[config.mk]
export PLATFORM = sky130hd
export DESIGN_NAME = s2p_flat
export DESIGN_NICKNAME = d
export VERILOG_FILES = /design/src/rtl/serdes_pkg.sv /design/src/rtl/s2p_if.sv /design/src/rtl/s2p.sv /design/src/flat_wrapper.sv
export SDC_FILE = /design/constraint.sdc
export NUM_CORES = 1
export LEC_CHECK = 0
export ABC_AREA = 1
export CORE_AREA = 2 2 39 41
export CTS_BUF_LIST = sky130_fd_sc_hd__clkbuf_8 sky130_fd_sc_hd__clkbuf_16
export DETAILED_ROUTE_END_ITERATION = 6
export DIE_AREA = 0 0 41 43
export GPL_TIMING_DRIVEN = 0
export PLACE_DENSITY = 0.79
export SLEW_MARGIN = 20
export SYNTH_ARGS = -nofsm -noshare
export SYNTH_HDL_FRONTEND = slang
export SYNTH_SLANG_ARGS = --single-unit
[constraint.sdc]
create_clock -name clk -period 1.3 [get_ports clk]
set_clock_uncertainty 0.2 [all_clocks]
set_input_delay 0.26 -clock clk [delete_from_list [all_inputs] [get_ports clk]]
set_output_delay 0.26 -clock clk [all_outputs]
set_load 0.03 [all_outputs]
[src/rtl/serdes_pkg.sv]
// Types and conventions shared by the p2s/s2p serdes pair.
// Both blocks use the same state encoding and bit ordering.
package serdes_pkg;

    typedef enum logic {
        RX = 1'b0,
        TX = 1'b1
    } e_serdes_state;

    // Serial streams carry the word LSB first on both sides of the link.
    localparam bit SERDES_LSB_FIRST = 1'b1;

endpackage

[src/rtl/s2p_if.sv]
// Serial-in / parallel-out handshake bundle for the s2p deserializer.
// The slave modport is the deserializer's view; master is the environment's.
interface s2p_if #(
    parameter int unsigned N = 8
);

    logic         s_valid;
    logic         s_data;
    logic         s_ready;
    logic [N-1:0] p_data;
    logic         p_valid;
    logic         p_ready;

    modport slave (
        input  s_valid,
        input  s_data,
        input  p_ready,
        output s_ready,
        output p_data,
        output p_valid
    );

    modport master (
        output s_valid,
        output s_data,
        output p_ready,
        input  s_ready,
        input  p_data,
        input  p_valid
    );

endinterface

[src/rtl/s2p.sv]
// Serial-to-parallel deserializer: gathers N bits LSB first, then presents the
// word on a valid/ready port. Handshake outputs decode from state only.
module s2p
    import serdes_pkg::*;
#(
    parameter int unsigned N  = 8,
    localparam int unsigned CW = $clog2(N)
) (
    input logic  clk,
    input logic  rstn,
    s2p_if.slave bus
);

    e_serdes_state state_q, state_d;
    logic [CW-1:0] count_q, count_d;
    logic [N-1:0]  shift_q, shift_d;

    always_ff @(posedge clk or negedge rstn) begin
        if (!rstn) begin
            state_q <= RX;
            count_q <= '0;
            shift_q <= '0;
        end else begin
            state_q <= state_d;
            count_q <= count_d;
            shift_q <= shift_d;
        end
    end

    always_comb begin
        state_d = state_q;
        count_d = count_q;
        shift_d = shift_q;
        unique case (state_q)
            RX: begin
                if (bus.s_valid) begin
                    // New bit enters at the MSB so the first bit ends up at bit 0.
                    shift_d = {bus.s_data, shift_q[N-1:1]};
                    if (count_q == CW'(N - 1)) begin
                        count_d = '0;
                        state_d = TX;
                    end else begin
                        count_d = count_q + CW'(1);
                    end
                end
            end
            TX: begin
                if (bus.p_ready) begin
                    state_d = RX;
                end
            end
            default: state_d = RX;
        endcase
    end

    assign bus.s_ready = (state_q == RX);
    assign bus.p_valid = (state_q == TX);
    assign bus.p_data  = shift_q;

`ifndef SYNTHESIS
    a_p_data_stable: assert property (
        @(posedge clk) disable iff (!rstn)
        (bus.p_valid && !bus.p_ready) |=> $stable(bus.p_data)
    );

    a_count_range: assert property (
        @(posedge clk) disable iff (!rstn)
        32'(count_q) < N
    );
`endif

endmodule
[src/flat_wrapper.sv]
// flat-port wrapper written by rule: the top's interface ports become plain ports
module s2p_flat import serdes_pkg::*;
#(
    parameter int unsigned N  = 8,
    localparam int unsigned CW = $clog2(N)
)
  (clk, rstn, bus_s_valid, bus_s_data, bus_p_ready, bus_s_ready, bus_p_data, bus_p_valid);
  s2p_if #(.N(N)) bus_i ();
  input logic clk;
  input logic rstn;
  input wire logic [$bits(bus_i.s_valid)-1:0] bus_s_valid;
  input wire logic [$bits(bus_i.s_data)-1:0] bus_s_data;
  input wire logic [$bits(bus_i.p_ready)-1:0] bus_p_ready;
  output wire logic [$bits(bus_i.s_ready)-1:0] bus_s_ready;
  output wire logic [$bits(bus_i.p_data)-1:0] bus_p_data;
  output wire logic [$bits(bus_i.p_valid)-1:0] bus_p_valid;
  assign bus_i.s_valid = bus_s_valid;
  assign bus_i.s_data = bus_s_data;
  assign bus_i.p_ready = bus_p_ready;
  assign bus_s_ready = bus_i.s_ready;
  assign bus_p_data = bus_i.p_data;
  assign bus_p_valid = bus_i.p_valid;
  s2p #(.N(N)) u_core (.clk(clk), .rstn(rstn), .bus(bus_i));
endmodule
==> impl_metrics.py, run 1 <==
metrics = {
    "timing": {
        "setup_ws_ns": -0.00001271,
        "drv_slew": 0,
        "rsz0062_at_grt": "yes",
        "setup_violations": 1,
        "min_period_ns": 1.300,
        "slew_headroom_pct": 63.57,
        "worst_slew_pin_slew_ns": 0.5448,
        "fin_crit_sh_pct": 100.0,
        "hold_viol": 0,
        "fmax_mhz": 769.2,
    },
    "clocking": {
        "cts_buffer_depth": 2,
        "h-tree-depth": 1,
        "numCtsBuffers": 3,
        "numClockSinks": 12,
        "tritoncts": "done",
        "clock_latency_ns": 0.24,
        "path_clk_slew_ns": 0.06,
        "root_buffer": "clkbuf_8",
    },
    "run": {
        "maxCapViolCount": 0,
    },
    "routing": {
        "wl_per_cell_um": 11.15,
        "vias_per_cell": 4.474,
        "ant_nets": 0,
        "routed-via-count": 434,
        "drtIter0Drc": 16,
        "firstDrtPassIters": 4,
        "drcViolationCount": 0,
        "wl_mm": 1.082,
    },
    "synth": {
        "post_synth.cell_area_avg_um2": 8.758,
        "synth_top_cell_area_share_pct": 58.11,
        "yosys_warnings": 0,
        "syn_nets": 66,
        "synth_cells": 59,
        "syn-cell-area_um2": 516.7,
        "synth_area_leader_cell": "dfrtp_1",
        "ys_seq_elements": 12,
        "seq_area_frac_synth_pct": 58.11,
        "yosys-top-cells-area": "dfrtp_1 58%, nand2_1 25%, ha_1 4.8%",
        "yosys.cell_types.count": 9,
    },
    "global_routing": {
        "grt_pass1_vias": 391,
        "globalRouteOverflowTotal": 0,
        "grt_max_degree": 13,
        "grt.total_usage_pct": 14.75,
        "antenna_found_initial": 0,
        "grt_first_pass_wirelength_mm": 1.711,
    },
    "finish": {
        "final_common_cell": "nand2_1",
        "design_area_um2": 747.0,
        "antenna_cells": 0,
        "fill_cells": 131,
        "syn2layout_area_growth_pct": 44.55,
        "nets": 89,
        "fin_cells": 97,
        "drive_gt1_share_pct": 32.10,
        "most-common-layout-cells": "35 x nand2_1, 11 x dfrtp_1, 10 x buf_4",
    },
    "run_status": {
        "violations": "setup timing",
        "run_status": "finished, violations left",
    },
    "place": {
        "hpwl_um": 685.9,
        "gp_congestion": 0.6283,
        "place.port_buffers": 14,
        "placed_area_um2": 680.7,
        "dpl.cell_count": 89,
    },
    "die": {
        "core_area_um2": 1384,
        "start_util_pct": 37.34,
        "io_pins": 15,
        "die_y_um": 43,
        "rows": 14,
        "chipWidth_um": 41,
        "die_area_um2": 1763,
    },
    "setup_path": {
        "endpoint_kind": "output port",
        "cp-start-kind": "flop",
        "crit_fanout": 3,
        "r2r-end": "u_core.count_q[0]",
        "r2r-start": "u_core.count_q[0]",
        "worstPathArrival_ns": 0.84,
        "criticalPathCategory": "reg -> out",
        "cp_data_required_time_ns": 0.84,
        "worstRegToRegCells": 5,
        "rrSetupSlack_ns": 0.02,
    },
    "power": {
        "powerDensity_nw_per_um2": 2340,
        "power_leakage_uw": 0.0004213,
        "ir_drop_uv": 870.1,
        "total_power_uw": 1748,
    },
    "hold_path": {
        "hold_class": "in -> async",
    },
}
-- area by class of cell --
| class | count | area (um^2) | area share, % |
|---|---|---|---|
| Buffer | 2 | 22.52 | 3.015 |
| Timing Repair Buffer | 18 | 141.4 | 18.93 |
| Clock buffer | 4 | 55.05 | 7.370 |
| Sequential cell | 12 | 301.5 | 40.37 |
| Tap cell | 16 | 20.02 | 2.680 |
| Inverter | 3 | 13.76 | 1.843 |
| Multi-Input combinational cell | 42 | 192.7 | 25.80 |
-- where the power goes --
| part | total (uW) | internal [uW] | switching [uW] | leakage [uW] |
|---|---|---|---|---|
| combinational | 741 | 300 | 441 | 0.000240 |
| sequential | 604 | 512 | 91.9 | 0.000152 |
| clock | 402 | 267 | 135 | 0.0000288 |
| total | 1750 | 1080 | 668 | 0.000421 |
-- sequential cells by signal (all words and copies together), names as in the netlist --
| signal | cells |
|---|---|
| u_core.bus.p_data | 8 |
| u_core.count_q | 3 |
| u_core.bus.p_valid | 1 |
-- how the worst max path moves through the flow --
stage                             startpoint  slack, ns  depth (start not counted)                   end
after floorplan           u_core.bus.p_valid       0.06                          5  u_core.bus.p_data[1]
after global placement    u_core.bus.p_valid      -0.28                          2           bus_s_ready
after detailed placement  u_core.bus.p_valid      -0.29                          2           bus_s_ready
after CTS                 u_core.bus.p_valid     -0.007                          2           bus_s_ready
after global routing      u_core.bus.p_valid      -0.02                          2           bus_s_ready
final                     u_core.bus.p_valid   -0.00001                          2           bus_s_ready
-- per-stage QoR --
stage               hold WS, ns  setup TNS [ns]  util [%]  setup WS, ns
floorplan               -0.2356               0         -       0.06072
global placement         0.2647          -3.543     49.19       -0.2826
detailed placement       0.2640          -3.571     49.19       -0.2874
CTS                      0.1967       -0.006684     51.27     -0.006684
global route             0.2101        -0.04893     53.98      -0.02374
finish                   0.1763     -0.00001271     53.98   -0.00001271
-- layer usage --
layer	global-route usage, %	vias up	share of wire, %
met5	0	-	0
met4	6.000	0	0
met3	4.712	0	8.0
met2	20.63	19	49
met1	20.62	194	43
li1	-	221	-
-- Yosys cell counts --
| library cell | number |
|---|---|
| or2_1 | 1 |
| nor2_1 | 2 |
| nand2_1 | 35 |
| ha_1 | 2 |
| buf_6 | 2 |
| nor2_2 | 1 |
| dfrtp_1 | 12 |
| nand2_2 | 1 |
| inv_1 | 3 |
-- cells by family (layout without fill, tap and decap cells) --
kind of cell | count (synthesis) | in the layout | synth area share (%)
adder cells (fa/ha/maj) | 2 | 2 | 4.842
buffers and inverters | 5 | 27 | 6.537
flip-flops | 12 | 12 | 58.11
AND/OR/NAND/NOR | 40 | 40 | 30.51
-- critical path: stages, from the launching register on --
cell and delay [ns]:
dfrtp_2 0.42, inv_4 0.06, buf_6 0.12
-- repair_timing --
item	CTS	global route
gates resized for setup	53	13
pin swaps	0	1
hold buffers	0	0
buffers inserted	2	2
setup endpoints to repair	11	17
(Power assumes the default switching activity.)
==> run 2: changes to the inputs <==
Settings changed: CORE_AREA 2 2 39 41 to 4 4 41 43, DIE_AREA 0 0 41 43 to 0 0 45 47.
==> run 2 against run 1 <==
  * The flow still finishes with violations (setup timing)
  * Critical path type unchanged
  * Final area fell by 2.3%
  * Critical path depth did not move
  * Combinational power fell by 3.8%
  * Global-route usage fell by 2.6 points
  * Final cell count fell by 2.1%
  * Power fell by 4.9%
  * Highest routed layer is now met4
  * First-iteration DRC count fell by 38%
  * Largest power group unchanged
==> impl_metrics.py, run 2 (synthesis gave the netlist of run 1 again) <==
metrics = {
    "timing": {
        "fmax_mhz": 756.4,
        "worst_slew_pin_slew_ns": 0.5195,
        "min_period_ns": 1.322,
        "hold_viol": 0,
        "drv_slew": 0,
        "setup_violations": 1,
        "hold_ws_ns": 0.1654,
        "rsz0062_at_grt": "yes",
        "setup_tns_ns": -0.02198,
        "slew_headroom_pct": 65.26,
        "fin_crit_sh_pct": 101.7,
        "setup_ws_ns": -0.02198,
    },
    "place": {
        "gp_congestion": 0.6960,
        "hpwl_um": 711.3,
        "place.port_buffers": 14,
    },
    "finish": {
        "nets": 88,
        "fill_cells": 130,
        "seqCellArea_um2": 301.5,
        "multi_input_area_um2": 187.7,
        "antenna_cells": 0,
        "most-common-layout-cells": "35 x nand2_1, 11 x dfrtp_1, 9 x buf_4",
        "drive_gt1_share_pct": 30.00,
        "final_common_cell": "nand2_1",
        "largest_register_ff_count": 8,
        "syn2layout_area_growth_pct": 41.16,
    },
    "routing": {
        "drcViolationCount": 0,
        "wl_mm": 1.016,
        "drtIter0Drc": 10,
        "ant_nets": 0,
        "routed-via-count": 427,
        "firstDrtPassIters": 4,
        "vias_per_cell": 4.495,
        "wl_per_cell_um": 10.69,
    },
    "clocking": {
        "cts_hold_buffers": 0,
        "root_buffer": "clkbuf_8",
        "cts_buffer_depth": 2,
        "tritoncts": "done",
        "numClockSinks": 12,
        "clock_latency_ns": 0.24,
        "h-tree-depth": 1,
        "numCtsBuffers": 3,
        "path_clk_slew_ns": 0.05,
    },
    "setup_path": {
        "r2r-start": "u_core.count_q[0]",
        "worstPathCellList": "inv_4 > buf_6",
        "endpoint_kind": "output port",
        "critPathTopFamily": "flip-flops",
        "crit_fanout": 3,
        "worstPathArrival_ns": 0.86,
        "criticalPathCategory": "reg -> out",
        "cp-start-kind": "flop",
        "worstRegToRegCells": 5,
        "crit_path_max_incr_delay_ns": 0.43,
        "cp_data_required_time_ns": 0.84,
        "critPathBufInv": 2,
        "rrSetupSlack_ns": 0.03,
        "r2r-end": "u_core.count_q[1]",
        "cp_slowest_cell": "dfrtp_2",
    },
    "die": {
        "rows": 13,
        "chipWidth_um": 45,
        "io_pins": 15,
        "die_y_um": 47,
        "start_util_pct": 39.71,
        "die_area_um2": 2115,
        "core_area_um2": 1301,
    },
    "run_status": {
        "violations": "setup timing",
        "run_status": "finished, violations left",
    },
    "power": {
        "power_leakage_uw": 0.0004156,
        "powerDensity_nw_per_um2": 2279,
        "total_power_uw": 1662,
        "ir_drop_uv": 1130,
    },
    "global_routing": {
        "grt_pass1_vias": 398,
        "grt_first_pass_wirelength_mm": 1.697,
        "grt_max_degree": 13,
        "grt.total_usage_pct": 12.13,
        "globalRouteOverflowTotal": 0,
        "antenna_found_initial": 0,
    },
    "run": {
        "maxCapViolCount": 0,
    },
    "hold_path": {
        "hold_class": "in -> async",
    },
}
## run 2: cell count changes in the layout (fill, tap and decap cells not counted), sizes merged
cell    previous run  this run
buf               16        15
clkbuf             4         3
inv                3         4
## run 2: how the worst max path moves through the flow
stage	start	to	slack, ns	cells after the start
2_1_floorplan	u_core.bus.p_valid	u_core.bus.p_data[1]	0.06	5
3_3_place_gp	u_core.bus.p_valid	bus_s_ready	-0.29	2
3_5_place_dp	u_core.bus.p_valid	bus_s_ready	-0.29	2
4_1_cts	u_core.bus.p_valid	bus_s_ready	-0.03	2
5_1_grt	u_core.bus.p_valid	bus_s_ready	-0.06	2
6_report	u_core.bus.p_valid	bus_s_ready	-0.02	2
## run 2: per-stage QoR
stage	std cells	cell area, um^2	setup WS, ns	util [%]
final	95	729.5	-0.02198	56.06
after global routing	95	729.5	-0.06469	56.06
after CTS	92	689.4	-0.02823	52.98
after detailed placement	88	679.4	-0.2936	52.21
after global placement	88	679.4	-0.2910	52.21
after floorplan	59	520.5	0.06072	-
## run 2: repair_timing
| item | CTS | global route |
|---|---|---|
| setup endpoints to repair | 11 | 11 |
| resized for setup | 55 | 13 |
| gates cloned | 0 | 0 |
| setup buffers | 0 | 3 |
## run 2: area by class of cell
type / count / area share (%)
Sequential cell: 12 / 41.34
Clock buffer: 3 / 5.660
Buffer: 2 / 3.087
Tap cell: 15 / 2.573
Clock inverter: 1 / 0.5146
Timing Repair Buffer: 17 / 19.21
Inverter: 3 / 1.887
Multi-Input combinational cell: 42 / 25.73
## run 2: report_power, final
part	switching, uW	total (uW)	internal [uW]	leakage [uW]
sequential	97.3	610	513	0.000152
clock	131	339	208	0.0000269
combinational	419	713	294	0.000236
## run 2: routing by layer
metal	GRT usage (%)	share of wire (%)
met3	4.598	9.2
met5	0	0
met2	18.36	45
met1	14.08	44
met4	8.772	1.9
